<file path="config.mk">
export PLATFORM = sky130hd
export DESIGN_NAME = lsu
export DESIGN_NICKNAME = d
export VERILOG_FILES = /design/src/rtl/lsu.sv
export SDC_FILE = /design/constraint.sdc
export NUM_CORES = 1
export LEC_CHECK = 0
export BUFFER_PORTS_ARGS = -buffer_cell sky130_fd_sc_hd__buf_2
export CAP_MARGIN = 10
export CORE_UTILIZATION = 45
export DETAILED_ROUTE_END_ITERATION = 6
export GPL_TIMING_DRIVEN = 0
export PLACE_DENSITY = 0.81
export SLEW_MARGIN = 20
export SYNTH_ARGS = -nofsm -noshare
export SYNTH_HDL_FRONTEND = slang
export SYNTH_SLANG_ARGS = --single-unit
</file>
<file path="constraint.sdc">
create_clock -name clk -period 2.2 [get_ports clk]
set_input_delay 0.33 -clock clk [delete_from_list [all_inputs] [get_ports clk]]
set_output_delay 0.33 -clock clk [all_outputs]
set_load 0.02 [all_outputs]
</file>
<file path="src/rtl/lsu.sv">
// Load/store unit: sequences one load or store through dbusif (IDLE/ADDR/DATA).
// Define LSU_MISALIGN_CHECK_EN to reject misaligned half/word accesses via a MIS state.
module lsu (
  input  logic        clk,
  input  logic        rst,
  input  logic        req,
  output logic        ready,
  input  logic        w_rb,
  input  logic [1:0]  size,
  input  logic        sext,
  input  logic [31:0] addr,
  input  logic [31:0] wdata,
  output logic        done,
  output logic [31:0] rdata,
  output logic        acc_fault,
  output logic        misalign,
  output logic        acc_req,
  output logic        acc_w_rb,
  output logic [1:0]  acc_size,
  output logic [31:0] acc_addr,
  output logic [31:0] acc_wdata,
  input  logic        data_vld,
  input  logic [31:0] data,
  input  logic        data_has_fault,
  output logic [1:0]  dbg_state
);

  localparam logic [1:0] IDLE = 2'd0;
  localparam logic [1:0] ADDR = 2'd1;
  localparam logic [1:0] DATA = 2'd2;
`ifdef LSU_MISALIGN_CHECK_EN
  localparam logic [1:0] MIS  = 2'd3;
`endif

  logic [1:0]  r_state;
  logic        r_w_rb;
  logic [1:0]  r_size;
  logic        r_sext;
  logic [31:0] r_addr;
  logic [31:0] r_wdata;

  logic [1:0]  w_size;
  logic [31:0] w_wdata_rep;
  logic [31:0] w_addr;
  logic        w_mis;
  logic        w_accept;
  logic        w_data_done;
  logic        w_mis_done;
  logic [7:0]  w_byte;
  logic [15:0] w_half;
  logic [31:0] w_ext;

  assign w_size   = (size == 2'd3) ? 2'd2 : size;
  assign w_accept = req & (r_state == IDLE);

  always_comb begin
    w_wdata_rep = wdata;
    case (w_size)
      2'd0:    w_wdata_rep = {4{wdata[7:0]}};
      2'd1:    w_wdata_rep = {2{wdata[15:0]}};
      default: w_wdata_rep = wdata;
    endcase
  end

`ifdef LSU_MISALIGN_CHECK_EN
  assign w_addr = addr;
  assign w_mis  = ((w_size == 2'd1) & addr[0]) | ((w_size == 2'd2) & (addr[1:0] != 2'd0));
`else
  // Without the check, misaligned addresses are silently rounded down to natural alignment.
  always_comb begin
    w_addr = addr;
    case (w_size)
      2'd1:    w_addr = {addr[31:1], 1'b0};
      2'd2:    w_addr = {addr[31:2], 2'b00};
      default: w_addr = addr;
    endcase
  end
  assign w_mis = 1'b0;
`endif

  always_ff @(posedge clk) begin
    if (rst) begin
      r_state <= IDLE;
      r_w_rb  <= 1'b0;
      r_size  <= 2'd0;
      r_sext  <= 1'b0;
      r_addr  <= 32'd0;
      r_wdata <= 32'd0;
    end else begin
      case (r_state)
        IDLE: begin
          if (w_accept) begin
            r_w_rb  <= w_rb;
            r_size  <= w_size;
            r_sext  <= sext;
            r_addr  <= w_addr;
            r_wdata <= w_wdata_rep;
`ifdef LSU_MISALIGN_CHECK_EN
            r_state <= w_mis ? MIS : ADDR;
`else
            r_state <= ADDR;
`endif
          end
        end
        ADDR: r_state <= DATA;
        DATA: if (data_vld) r_state <= IDLE;
        default: r_state <= IDLE;
      endcase
    end
  end

  always_comb begin
    w_byte = data[7:0];
    case (r_addr[1:0])
      2'd0: w_byte = data[7:0];
      2'd1: w_byte = data[15:8];
      2'd2: w_byte = data[23:16];
      2'd3: w_byte = data[31:24];
      default: w_byte = data[7:0];
    endcase
  end

  assign w_half = r_addr[1] ? data[31:16] : data[15:0];

  always_comb begin
    w_ext = data;
    case (r_size)
      2'd0:    w_ext = {{24{r_sext & w_byte[7]}}, w_byte};
      2'd1:    w_ext = {{16{r_sext & w_half[15]}}, w_half};
      default: w_ext = data;
    endcase
  end

`ifdef LSU_MISALIGN_CHECK_EN
  assign w_mis_done = (r_state == MIS);
`else
  assign w_mis_done = 1'b0;
`endif

  assign w_data_done = (r_state == DATA) & data_vld;
  assign done        = w_data_done | w_mis_done;
  assign acc_fault   = w_data_done & data_has_fault;
  assign misalign    = w_mis_done;
  assign rdata       = (w_data_done & ~r_w_rb & ~data_has_fault) ? w_ext : 32'd0;
  assign ready       = (r_state == IDLE);
  assign acc_req     = (r_state == ADDR);
  assign acc_w_rb    = r_w_rb;
  assign acc_size    = r_size;
  assign acc_addr    = r_addr;
  assign acc_wdata   = r_wdata;
  assign dbg_state   = r_state;

endmodule

</file>
==> flow_summary.ini <==
[sta]
max_freq_mhz = 436
clock_skew_ns = 0.00729
max_slew_margin_pct = 63.3
maxSlewViolCount = 0
setup_viol = 25
fin_ws_ns = -0.0928
post-route-min-period_ns = 2.29
min_period_over_period_pct = 104
worst_pin_slew_ns = 0.551
grt_setup_unrepaired = yes
hold_viol = 0
finalSetupTns_ns = -0.902

[floorplan]
start_util_pct = 46.3
boundaryPins = 211
die-area_um2 = 8790
core_area_um2 = 8180
die_x_um = 93.7
dieHeight_um = 93.7
rows = 33

[synth]
ys_ff_latch = 70
syn_avg_cell_area_um2 = 7.99
synth_fp_nets = 579
syn_area_um2 = 3790
synthTopCellsByArea = dfxtp_1, nand2_1, a21oi_1
yosysWarnings = 0
syn_inst = 474
yosysTopAreaCell = dfxtp_1
yosysSeqAreaShare_pct = 37.0
synthDistinctLibCells = 40
netlist.area_leader.share_pct = 37.0

[setup_path]
cp_num_cells = 6
required_ns = 1.87
crit_path_end = rdata[10]
timing.rr.end = acc_wdata[14]
critPathMaxStageDelay_ns = 0.36
worstRegToRegCells = 4
timing.rr.start = dbg_state[1]
worstPathCellList = buf_6 > mux4_2 > a31oi_4 > buf_12 > a221oi_1 > buf_2
crit_path_max_fanout = 8
startpoint_type = flop
critical_path_class = reg2out
path_buf_inv = 3
crit_path_end_kind = output pin
reg2reg_slack_ns = 0.57
crit_arrival_ns = 1.96
critPathSlowestCell = mux4_2
crit_family = buffers and inverters
crit_start = acc_addr[1]

[global_route]
grt_pass1_vias = 4119
globalRoute.totalOverflow = 0
track_usage_pct = 29.5
grt_pass1_wl_mm = 20.0
grt_max_degree = 13
antenna_found_initial = 0

[placement]
place.gp.congestion = 0.892
place_hpwl_mm = 9.92
dpl.cell_count = 785
io_buffers = 206
placed_area_um2 = 4950
dp_slack_ns = 0.151

[hold_path]
hold_class = in2reg

[pwr]
irDropWorstVdd_v = 0.000603
p_per_area_nw_per_um2 = 641
leakage_uw = 0.00261

[route]
top_layer_used = met4
dr_wl_met3_mm = 1.17
ant_nets = 0
drtIter0Drc = 174
vias_per_cell = 5.48
wl_met2_mm = 6.92
wl_met1_mm = 5.08
vias = 4414
drc = 0
drt-pass1-iter-count = 4
routedWlPerCell_um = 16.7
drt_wl_total_mm = 13.5

[clock_tree]
cts_sinks = 70
clockBufferDepth = 2
clk_latency_ns = 0.35
cts_buffers = 9
htree_levels = 3
cts_tree = done
cts.reportedPaths.clkPinSlew_ns = 0.08
root_buffer = clkbuf_8

[run]
maxCapViolations = 0

[finish]
final_util_pct = 66.9
final_cell_area_um2 = 5470
n_antenna_cell = 0
finalNetCount = 801
layout-drive-gt1-share_pct = 43.8
instances_no_fill = 806
area_growth_pct = 44.4

[status]
violations = setup timing
outcome = complete, but fails checks
==> tightest hold or removal path: stages <==
cell     delay (ns)
buf_2          0.09
nand2_1        0.04
a21oi_1        0.05
==> layout by cell type (no fill, tap or decap), drive strengths merged, types with 8 or more instances in the layout <==
master  instances
a211oi          9
a21oi          52
a221oi          8
a311oi          8
buf           241
clkbuf         26
dfxtp          70
inv            26
mux2           17
mux2i           9
mux4            8
nand2         111
nand2b          9
nor2           23
nor2b          10
o211ai          8
o21ai           8
o22ai          23
==> area by class of cell <==
cell class                 count  area [um^2]
inverter                      26         97.6
tap                          105          131
clock inverter                 6          110
timing repair buffer         212         1130
clock buffer                  10          128
buffer                        45          280
sequential                    70         1410
fill                         721         2710
multi-input combinational    332         2180
==> registers in the layout, indices dropped and copies added, names as in the netlist <==
name       count
r_sext         1
acc_size       2
dbg_state      2
acc_wdata     32
acc_addr      32
acc_w_rb       1
==> power breakdown <==
group          leakage (uW)  switching (uW)  internal, uW
Clock              0.000112             499           751
Combinational       0.00192             514           333
Sequential         0.000578            50.8          1360
==> stage by stage <==
step	total power, uW	hold slack (ns)
3_5_place_dp	2220	0.446
4_1_cts	3490	0.204
2_1_floorplan	1910	0.466
5_1_grt	3650	0.202
3_3_place_gp	2200	0.440
6_report	3500	0.210
==> synth_stat cells <==
cell / count
mux4_1: 2
buf_4: 3
o31a_1: 1
a2111oi_0: 6
a2111oi_2: 1
nand3_1: 2
nand2_1: 110
mux4_2: 6
nor2_2: 2
nand2b_1: 9
a32oi_1: 1
a31oi_4: 1
a211oi_1: 9
buf_2: 25
buf_6: 1
a311oi_1: 8
nor2b_1: 10
buf_1: 2
dfxtp_1: 70
nand2_2: 1
o21ai_0: 8
o22ai_1: 23
clkbuf_1: 14
and2_1: 1
mux2i_4: 1
clkbuf_8: 1
a221oi_1: 8
nand3b_1: 2
or3b_2: 2
and3b_1: 1
inv_1: 26
nor3b_1: 2
nor2_1: 21
nor3_1: 7
mux2_2: 17
nand4b_2: 1
mux2i_1: 8
conb_1: 1
o211ai_1: 8
a21oi_1: 52
==> logic make-up after synthesis <==
group | Yosys count | share of synthesized area [%]
other | 1 | 0.0990
AOI/OAI and AO/OA | 126 | 21.6
buffers and inverters | 72 | 8.72
DFF | 70 | 37.0
muxes | 34 | 12.7
and+or+nand+nor | 171 | 19.9
==> how the worst min path moves through the flow <==
stage                             start            end  slack (ns)  depth (start not counted)
after floorplan                    sext         r_sext        0.47                          2
after global placement     acc_addr[31]   acc_addr[31]        0.44                          2
after detailed placement  acc_wdata[24]  acc_wdata[24]        0.45                          2
after CTS                      addr[29]   acc_addr[29]        0.20                          3
after global routing           addr[15]   acc_addr[15]        0.20                          3
final                          addr[16]   acc_addr[16]        0.21                          3
==> timing repair <==
item | 4_1_cts | 5_1_grt
gates resized for setup | 32 | 23
cloned | 0 | 2
setup endpoints to repair | 26 | 31
setup buffers | 4 | 0
pin swaps | 1 | 0
endpoints found under the hold margin | 0 | 0
hold buffers | 0 | 0
==> per-layer routing <==
metal	vias up	GRT usage [%]
met1	2080	30.9
met2	206	54.4
met5	-	0
li1	2097	-
met3	31	9.55
met4	0	11.2
Note: power is estimated with default switching activity, not from simulation.
